File: config.mk
export PLATFORM = sky130hd
export DESIGN_NAME = scarv_cop_cpu_if
export DESIGN_NICKNAME = d
export VERILOG_FILES = /design/src/rtl/scarv_cop_cpu_if.sv
export SDC_FILE = /design/constraint.sdc
export NUM_CORES = 1
export LEC_CHECK = 0
export ABC_AREA = 1
export CAP_MARGIN = 40
export CORE_MARGIN = 5
export CORE_UTILIZATION = 39
export CTS_CLUSTER_DIAMETER = 200
export CTS_CLUSTER_SIZE = 40
export DETAILED_ROUTE_END_ITERATION = 7
export PLACE_DENSITY_LB_ADDON = 0.25
export RECOVER_POWER = 25
export SLEW_MARGIN = 0
export SYNTH_ARGS = -nofsm -noshare
export SYNTH_HDL_FRONTEND = slang
export SYNTH_SLANG_ARGS = --single-unit
File: constraint.sdc
create_clock -name g_clk -period 1.9 [get_ports g_clk]
set_input_delay 0.475 -clock g_clk [delete_from_list [all_inputs] [get_ports g_clk]]
set_output_delay 0.475 -clock g_clk [all_outputs]
set_load 0.01 [all_outputs]
File: src/rtl/scarv_cop_cpu_if.sv
// CPU-facing instruction front end of the SCARV coprocessor.
// Buffers {encoding, rs1} pairs in a 2-entry queue. Each entry is decoded,
// then either dispatched or rejected as illegal. The result goes back to the
// CPU, and a watchdog bounds the time spent in execute.
module scarv_cop_cpu_if #(
   parameter int unsigned EX_TIMEOUT = 64
) (
   input  logic        g_clk,
   input  logic        g_resetn,
   input  logic        cpu_insn_req,
   output logic        cpu_insn_ack,
   input  logic [31:0] cpu_insn_enc,
   input  logic [31:0] cpu_insn_rs1,
   output logic        cpu_rsp_valid,
   input  logic        cpu_rsp_ack,
   output logic [1:0]  cpu_rsp_status,
   output logic        cpu_rsp_wen,
   output logic [4:0]  cpu_rsp_rd,
   output logic [31:0] cpu_rsp_wdata,
   output logic [31:0] id_encoded,
   input  logic        id_exception,
   input  logic [4:0]  id_rd,
   output logic        ex_start,
   output logic [31:0] ex_rs1,
   output logic        ex_abort,
   input  logic        ex_done,
   input  logic        ex_error,
   input  logic        ex_wen,
   input  logic [31:0] ex_wdata
);

   localparam logic [1:0] StatusOk      = 2'd0;
   localparam logic [1:0] StatusIllegal = 2'd1;
   localparam logic [1:0] StatusExError = 2'd2;
   localparam logic [1:0] StatusTimeout = 2'd3;

   // Watchdog value seen in the last allowed EXEC cycle.
   localparam logic [7:0] WdogLast = 8'(EX_TIMEOUT - 1);

   typedef enum logic [1:0] {StIdle, StDecode, StExec, StResp} state_e;

   // Instruction queue
   logic [31:0] q_enc_q [2];
   logic [31:0] q_rs1_q [2];
   logic        head_q, tail_q;
   logic [1:0]  count_q, count_d;
   logic        push, pop;

   // Control and response state
   state_e      state_q, state_d;
   logic [7:0]  wdog_q, wdog_d;
   logic [4:0]  id_rd_q, id_rd_d;
   logic        rsp_valid_q, rsp_valid_d;
   logic [1:0]  status_q, status_d;
   logic        wen_q, wen_d;
   logic [31:0] wdata_q, wdata_d;
   logic        ex_start_q, ex_start_d;

   // A full queue refuses pushes even while it is popping (no write-through).
   assign cpu_insn_ack = (count_q != 2'd2);
   assign push         = cpu_insn_req && cpu_insn_ack;
   assign pop          = (state_q == StResp) && cpu_rsp_ack;
   assign count_d      = count_q + {1'b0, push} - {1'b0, pop};

   assign id_encoded = (count_q != 2'd0) ? q_enc_q[head_q] : '0;
   assign ex_rs1     = (count_q != 2'd0) ? q_rs1_q[head_q] : '0;

   // The abort must be seen in the timeout cycle itself and must be withheld
   // when ex_done lands in that cycle. For this reason it is decoded from
   // registered state rather than registered.
   assign ex_abort = (state_q == StExec) && !ex_done && (wdog_q == WdogLast);

   assign cpu_rsp_valid  = rsp_valid_q;
   assign cpu_rsp_status = status_q;
   assign cpu_rsp_wen    = wen_q;
   assign cpu_rsp_rd     = wen_q ? id_rd_q : '0;
   assign cpu_rsp_wdata  = wdata_q;
   assign ex_start       = ex_start_q;

   // Queue storage and pointers.
   always_ff @(posedge g_clk or negedge g_resetn) begin
      if (!g_resetn) begin
         for (int i = 0; i < 2; i++) begin
            q_enc_q[i] <= '0;
            q_rs1_q[i] <= '0;
         end
         head_q  <= 1'b0;
         tail_q  <= 1'b0;
         count_q <= 2'd0;
      end else begin
         if (push) begin
            q_enc_q[tail_q] <= cpu_insn_enc;
            q_rs1_q[tail_q] <= cpu_insn_rs1;
            tail_q          <= ~tail_q;
         end
         if (pop) begin
            head_q <= ~head_q;
         end
         count_q <= count_d;
      end
   end

   // Next-state, watchdog and response capture.
   always_comb begin
      state_d     = state_q;
      wdog_d      = wdog_q;
      id_rd_d     = id_rd_q;
      rsp_valid_d = rsp_valid_q;
      status_d    = status_q;
      wen_d       = wen_q;
      wdata_d     = wdata_q;
      ex_start_d  = 1'b0;
      unique case (state_q)
         StIdle: begin
            if (count_q != 2'd0) begin
               state_d = StDecode;
            end
         end
         StDecode: begin
            id_rd_d = id_rd;
            if (id_exception) begin
               state_d     = StResp;
               rsp_valid_d = 1'b1;
               status_d    = StatusIllegal;
               wen_d       = 1'b0;
               wdata_d     = '0;
            end else begin
               state_d    = StExec;
               wdog_d     = '0;
               ex_start_d = 1'b1;
            end
         end
         StExec: begin
            wdog_d = wdog_q + 8'd1;
            if (ex_done) begin
               state_d     = StResp;
               rsp_valid_d = 1'b1;
               status_d    = ex_error ? StatusExError : StatusOk;
               wen_d       = ex_wen && !ex_error;
               wdata_d     = ex_wdata;
            end else if (wdog_q == WdogLast) begin
               state_d     = StResp;
               rsp_valid_d = 1'b1;
               status_d    = StatusTimeout;
               wen_d       = 1'b0;
               wdata_d     = '0;
            end
         end
         StResp: begin
            if (cpu_rsp_ack) begin
               rsp_valid_d = 1'b0;
               state_d     = (count_d != 2'd0) ? StDecode : StIdle;
            end
         end
         default: state_d = StIdle;
      endcase
   end

   // Control and response registers.
   always_ff @(posedge g_clk or negedge g_resetn) begin
      if (!g_resetn) begin
         state_q     <= StIdle;
         wdog_q      <= '0;
         id_rd_q     <= '0;
         rsp_valid_q <= 1'b0;
         status_q    <= StatusOk;
         wen_q       <= 1'b0;
         wdata_q     <= '0;
         ex_start_q  <= 1'b0;
      end else begin
         state_q     <= state_d;
         wdog_q      <= wdog_d;
         id_rd_q     <= id_rd_d;
         rsp_valid_q <= rsp_valid_d;
         status_q    <= status_d;
         wen_q       <= wen_d;
         wdata_q     <= wdata_d;
         ex_start_q  <= ex_start_d;
      end
   end

endmodule

==> results.yml, run 1 <==
outcome:
  run_status: "finished with violations"
  violations: "negative setup slack"
clock_tree:
  htreeDepth: 4
  path_clk_slew_ns: 0.07
  cts_tree: "done"
  cts_buffer_depth: 2
  cts_buffers: 17
  cts_num_sinks: 184
  root_buffer: "clkbuf_16"
  clock_latency_ns: 0.41
critical_path:
  r2r_end: "state_q[0]$_DFFE_PN0P_"
  critPathMostFrequentCell: "buf_12"
  r2r_start: "state_q[0]$_DFFE_PN0P_"
  cp.arrival_ns: 1.61
  critPathBufInv: 4
  crit_path_cell_trace: "inv_8, buf_12, buf_12, nand2_2, a21oi_2, buf_2"
  required_ns: 1.42
  start_kind: "register"
  reg2reg_depth: 13
  slowest_delay_ns: 0.47
  end_kind: "primary output"
  worst-setup-path-type: "reg -> out"
  cp_slowest_cell: "dfrtp_2"
  crit_fanout: 8
  crit_family: "buffers and inverters"
  r2r_setup_slack_ns: 0.11
yosys:
  ys_top_cells_by_area: "dfrtp_1 (55%), nand2_1 (18%), o21ai_2 (5.7%), o21ai_0 (4.6%), inv_1 (4.2%)"
  ys_ff_latch: 184
  synth_ff_type: "dfrtp_1"
  syn_area_per_cell_sq_um: 8.447
  synth-seq-area-share_pct: 54.73
  ys.warnings.count: 0
  synth_edf_count: 0
  netlist_area_sq_um: 8413
  syn_inst: 996
  synth.most_common_cell: "nand2_1"
  yosys.area.top_type: "dfrtp_1"
  yosysTopAreaCellShare_pct: 54.73
  synth_common_cells: "nand2_1 (413), dfrtp_1 (184), inv_1 (94)"
  synthArstFlopShare_pct: 100.0
  synth_cell_types: 29
  syn_nets: 1112
cells_and_area:
  synthToLayoutAreaGrowth_pct: 43.50
  antenna-diode-count: 0
  regArea_sq_um: 4607
  fillers: 1962
  layout-drive-gt1-share_pct: 25.16
  multiInputGateArea_sq_um: 3442
  fin_nets: 1355
  design_area_sq_um: 12070
timing:
  setup_violations: 65
  fin_ws_ns: -0.1832
  fin_crit_sh_pct: 109.6
  hold_slack_ns: 0.4704
  clock_skew_ns: 0.01071
  fmax_mhz: 480.0
  min_period_ns: 2.083
  drv_slew: 0
  slew_headroom_pct: 38.83
  hold_viol: 0
  rsz0062_at_grt: "true"
  worst_slew_pin_slew_ns: 0.9176
hold_path:
  worstHoldStart: "cpu_rsp_wdata[0]$_DFFE_PN0P_"
  hp-class: "reg -> reg"
  whs_endpoint: "cpu_rsp_wdata[0]$_DFFE_PN0P_"
  hold_depth: 2
routing:
  drt_iter0_drc: 465
  drc: 0
  num_vias: 7163
  drtAntennaViolNets: 0
  routedWlPerCell_um: 15.25
  wirelength_um: 23290
  dr.pass1.iters: 5
  viasPerCell: 4.691
die:
  initial_core_util_pct: 39.77
  fp-row-count: 53
  dieArea_sq_um: 24610
  core-area_sq_um: 21150
  die_w_um: 156.9
  ioPinCount: 217
  die_y_um: 156.9
global_route:
  antenna_found_initial: 1
  grt_pass1_wl_um: 36150
  grt_pass1_vias: 7151
  grt_usage_pct: 18.30
  grt_overflow_total: 0
  grt_max_degree: 62
pwr:
  cellLeakagePower_nw: 6.004
  peakVddDrop_uv: 734.0
  p_int_mw: 12.47
  clkPwrFrac_pct: 18.4
  cellPowerDensity_nw_per_um2: 1703
  p_sw_share_pct: 39.38
  seqPwrFrac_pct: 32.3
  combPwrFrac_pct: 49.3
  power.net_switching_mw: 8.099
placed_design:
  place_area_sq_um: 11090
  gp_congestion: 0.8005
  dpl.hpwl_um: 15260
  portBuffers: 216
run:
  max_cap_violations: 0
cell families after synthesis:
family | Yosys count | share of synthesized area [%]
and+or+nand+nor | 449 | 20.82
AOI/OAI and AO/OA | 202 | 14.53
DFF | 184 | 54.73
buffers and inverters | 152 | 8.670
adders and majority gates | 7 | 1.041
xor gates and xnor gates | 2 | 0.2082
cells in the final DEF, fill, tap and decap left out, types with 10 or more instances in the layout:
cell and n:
nand2_1 390, dfrtp_1 182, clkdlybuf4s50_1 142, inv_1 88, o21ai_0 78, buf_2 56, o21ai_2 55, a21oi_2 50
buf_4 34, clkbuf_16 20, nand2_2 18, a21oi_1 17, buf_12 16, buf_6 12, nor2_1 10
cell type report:
class / instances / share of cell area (%)
inverters: 95 / 3.016
well taps: 275 / 2.850
repair buffers: 281 / 22.23
flip-flops and latches: 184 / 38.16
clock inverters: 12 / 1.534
clock buffers: 20 / 3.700
multi-input cells: 660 / 28.51
worst max-delay path by stage:
stage                                      start                      to  slack [ns]  cells past startpoint
after floorplan           state_q[0]$_DFFE_PN0P_  state_q[0]$_DFFE_PN0P_        0.18                     12
after global placement              cpu_insn_req  state_q[0]$_DFFE_PN0P_       -0.26                     11
after detailed placement            cpu_insn_req  state_q[0]$_DFFE_PN0P_       -0.27                     11
after CTS                     head_q$_DFFE_PN0P_          id_encoded[25]       -0.26                      5
after global routing          head_q$_DFFE_PN0P_           id_encoded[4]       -0.27                      6
final                         head_q$_DFFE_PN0P_           id_encoded[4]       -0.18                      6
what timing repair did:
item	CTS	global route
hold endpoints to repair	31	0
buffers inserted	5	7
setup endpoints to repair	72	71
gates resized for setup	303	93
gates cloned	2	4
hold buffers	1	0
pin swaps	5	16
per-stage QoR:
| step | std cells | total power, mW | worst slack, ns | setup TNS, ns | utilization (%) |
|---|---|---|---|---|---|
| 2_1_floorplan | 996 | 11.64 | 0.1796 | 0 | - |
| 3_3_place_gp | 1476 | 15.94 | -0.2563 | -14.22 | 52.43 |
| 3_5_place_dp | 1476 | 16.08 | -0.2680 | -15.84 | 52.43 |
| 4_1_cts | 1516 | 19.90 | -0.2564 | -10.03 | 55.59 |
| 5_1_grt | 1527 | 22.14 | -0.2658 | -12.74 | 57.07 |
| 6_report | 1527 | 20.56 | -0.1832 | -7.312 | 57.07 |
worst min-delay path, delay by kind of cell, from the launching register on:
family	cells	cell delay, ns
flip-flops	1	0.35
AND/OR/NAND/NOR	2	0.09
power groups by stage:
stage                     combinational (mW)  sequential [mW]  clock, mW
after CTS                               9.43             6.56       3.90
after detailed placement                9.50             6.58          0
after global placement                  9.39             6.55          0
final                                   10.1             6.63       3.79
after global routing                    11.2             6.84       4.07
after floorplan                         5.14             6.50          0
state kept, by name, summed over array words and instances (netlist names):
signal	cells
q_rs1_q	64
q_enc_q	64
wdog_q	8
head_q	1
state_q	2
tail_q	1
ex_start	1
id_rd_q	5
cpu_rsp_wen	1
count_q	2
cpu_rsp_wdata	32
cpu_rsp_status	2
cpu_rsp_valid	1
per-layer routing:
layer / GRT usage, % / vias up / routed length [um]
met5: 0 / - / 11
met4: 4.132 / 2 / 301
met3: 7.163 / 21 / 2168
met2: 28.45 / 219 / 10630
met1: 24.36 / 3329 / 10170
li1: - / 3592 / -
No activity file was read; power rests on OpenSTA's default activity.
==> inputs of run 2 (changes only) <==
--- a/config.mk
+++ b/config.mk
@@ -12,7 +12,8 @@
 export CTS_CLUSTER_DIAMETER = 200
 export CTS_CLUSTER_SIZE = 40
 export DETAILED_ROUTE_END_ITERATION = 7
-export PLACE_DENSITY_LB_ADDON = 0.25
+export GPL_TIMING_DRIVEN = 0
+export PLACE_DENSITY_LB_ADDON = 0.12
 export RECOVER_POWER = 25
 export SLEW_MARGIN = 0
 export SYNTH_ARGS = -nofsm -noshare
==> results.yml, run 2 (synthesis results as in run 1) <==
clock_tree:
  path_clk_slew_ns: 0.07
  cts_tree: "done"
  clock_latency_ns: 0.42
  root_buffer: "clkbuf_16"
  htreeDepth: 4
  cts_num_sinks: 184
  cts_buffer_depth: 2
  cts_buffers: 17
placed_design:
  dpl.hpwl_um: 16030
  portBuffers: 216
  post-place-ws_ns: -0.8266
  dp.cells: 1488
  gp_congestion: 0.8001
cells_and_area:
  layout-drive-gt1-share_pct: 26.99
  layout.cells.non_filler: 1557
  synthToLayoutAreaGrowth_pct: 48.38
  fin_nets: 1385
  final_core_util_pct: 59.01
  antenna-diode-count: 0
  final_cell_mix: "nand2_1 (399), dfrtp_1 (182), clkdlybuf4s50_1 (141)"
  final_common_cell: "nand2_1"
critical_path:
  crit_path_cell_trace: "nor2_4, buf_12, bufbuf_16, a21oi_2, buf_2"
  cp.arrival_ns: 1.62
  slowest_delay_ns: 0.41
  cp_slowest_cell: "dfrtp_1"
  crit_fanout: 6
  required_ns: 1.42
  worst-setup-path-type: "reg -> out"
  start_kind: "register"
  end_kind: "primary output"
pwr:
  peakVddDrop_uv: 633.9
  p_sw_share_pct: 39.31
  seqPwrFrac_pct: 30.7
  combPwrFrac_pct: 53.0
  cellPowerDensity_nw_per_um2: 1719
  power.net_switching_mw: 8.437
  p_int_mw: 13.03
  clkPwrFrac_pct: 16.3
  cellLeakagePower_nw: 6.189
timing:
  drv_slew: 72
  slew_headroom_pct: -11.64
  rsz0062_at_grt: "true"
  worst_slew_pin_slew_ns: 1.675
  fin_ws_ns: -0.1922
  setup_violations: 65
  min_period_ns: 2.092
  fmax_mhz: 478.0
  hold_viol: 0
  fin_crit_sh_pct: 110.1
  clock_skew_ns: 0.007138
routing:
  drtAntennaViolNets: 0
  num_vias: 7335
  drc: 0
  drt_iter0_drc: 319
  wirelength_um: 24170
  viasPerCell: 4.711
  dr.pass1.iters: 4
  routedWlPerCell_um: 15.53
outcome:
  run_status: "finished with violations"
  violations: "max-capacitance violations, max-slew violations, negative setup slack"
die:
  initial_core_util_pct: 39.77
  ioPinCount: 217
  fp-row-count: 53
  die_y_um: 156.9
  core-area_sq_um: 21150
  dieArea_sq_um: 24610
  die_w_um: 156.9
global_route:
  grt_overflow_total: 0
  antenna_found_initial: 0
  grt_pass1_wl_um: 37870
  grt_usage_pct: 19.37
  grt_pass1_vias: 7332
  grt_max_degree: 114
hold_path:
  hp-class: "in -> async"
run:
  max_cap_violations: 1
-- run 2: changes by cell type in the layout (fill, tap and decap cells not counted), sizes merged --
cell           change
buf               +30
clkinv             +5
bufinv             -2
bufbuf             +1
clkbuf             -1
clkdlybuf4s15      -1
clkdlybuf4s50      -1
clkinvlp           -1
dlygate4sd2        +1
dlygate4sd3        -1
dlymetal6s2s       +1
inv                -1
-- run 2: path summary, 6_finish.rpt --
| check | cells after the start | slack, ns | startpoint | endpoint |
|---|---|---|---|---|
| max reg2reg | 10 | 0.07 | state_q[0]$_DFFE_PN0P_ | cpu_rsp_wdata[14]$_DFFE_PN0P_ |
| max in group asynchronous | 2 | 0.13 | g_resetn | cpu_rsp_wen$_DFFE_PN0P_ |
| max | 5 | -0.19 | count_q[1]$_DFF_PN0_ | id_encoded[2] |
| min reg2reg | 2 | 0.47 | cpu_rsp_wdata[24]$_DFFE_PN0P_ | cpu_rsp_wdata[24]$_DFFE_PN0P_ |
| min in group g_clk | 2 | 0.47 | cpu_rsp_wdata[24]$_DFFE_PN0P_ | cpu_rsp_wdata[24]$_DFFE_PN0P_ |
| min | 1 | 0.47 | g_resetn | q_enc_q[39]$_DFFE_PN0P_ |
-- run 2: repair_timing --
item / CTS / global route
cloned: 7 / 4
endpoints found under the setup margin: 73 / 101
buffers inserted: 17 / 13
hold buffers: 0 / 0
pin swaps: 3 / 14
resized for setup: 414 / 99
-- run 2: layer usage --
layer,global-route usage [%],part of all wire [%]
met1,25.16,42
met2,30.29,47
met3,7.799,9.3
met4,5.124,1.3
met5,0,0
-- run 2: power by group through the flow --
stage          logic [mW]  registers [mW]  clock network [mW]
2_1_floorplan        5.14            6.50                   0
3_3_place_gp         9.24            6.53                   0
3_5_place_dp         9.33            6.54                   0
4_1_cts              10.5            6.49                3.61
5_1_grt              12.5            6.80                3.75
6_report             11.4            6.58                3.50
-- run 2: metrics by stage --
stage / power (mW) / hold WS (ns) / area [sq um] / setup TNS (ns)
2_1_floorplan: 11.64 / 0.1794 / 8413 / 0
3_3_place_gp: 15.77 / 0.4522 / 10920 / -1452.00
3_5_place_dp: 15.88 / 0.4575 / 10950 / -51.16
4_1_cts: 20.63 / 0.01152 / 12020 / -12.40
5_1_grt: 23.05 / 0.4915 / 12480 / -34.36
6_report: 21.46 / 0.4694 / 12480 / -9.246
-- run 2: final cells by class --
cell class,count,area [sq um]
Tap cell,275,344.1
Sequential cell,184,4607
Fill cell,1980,8671
Timing Repair Buffer,255,2455
Clock buffer,19,432.9
Buffer,56,631.9
Inverter,95,359.1
Clock inverter,13,145.1
Multi-Input combinational cell,660,3508
-- run 2: worst max-delay path, delay by kind of cell, from the launching register on --
kind,cells,cell delay [ns]
buffers and inverters,3,0.55
DFF,1,0.41
and+or+nand+nor,1,0.20
AOI/OAI and AO/OA,1,0.04
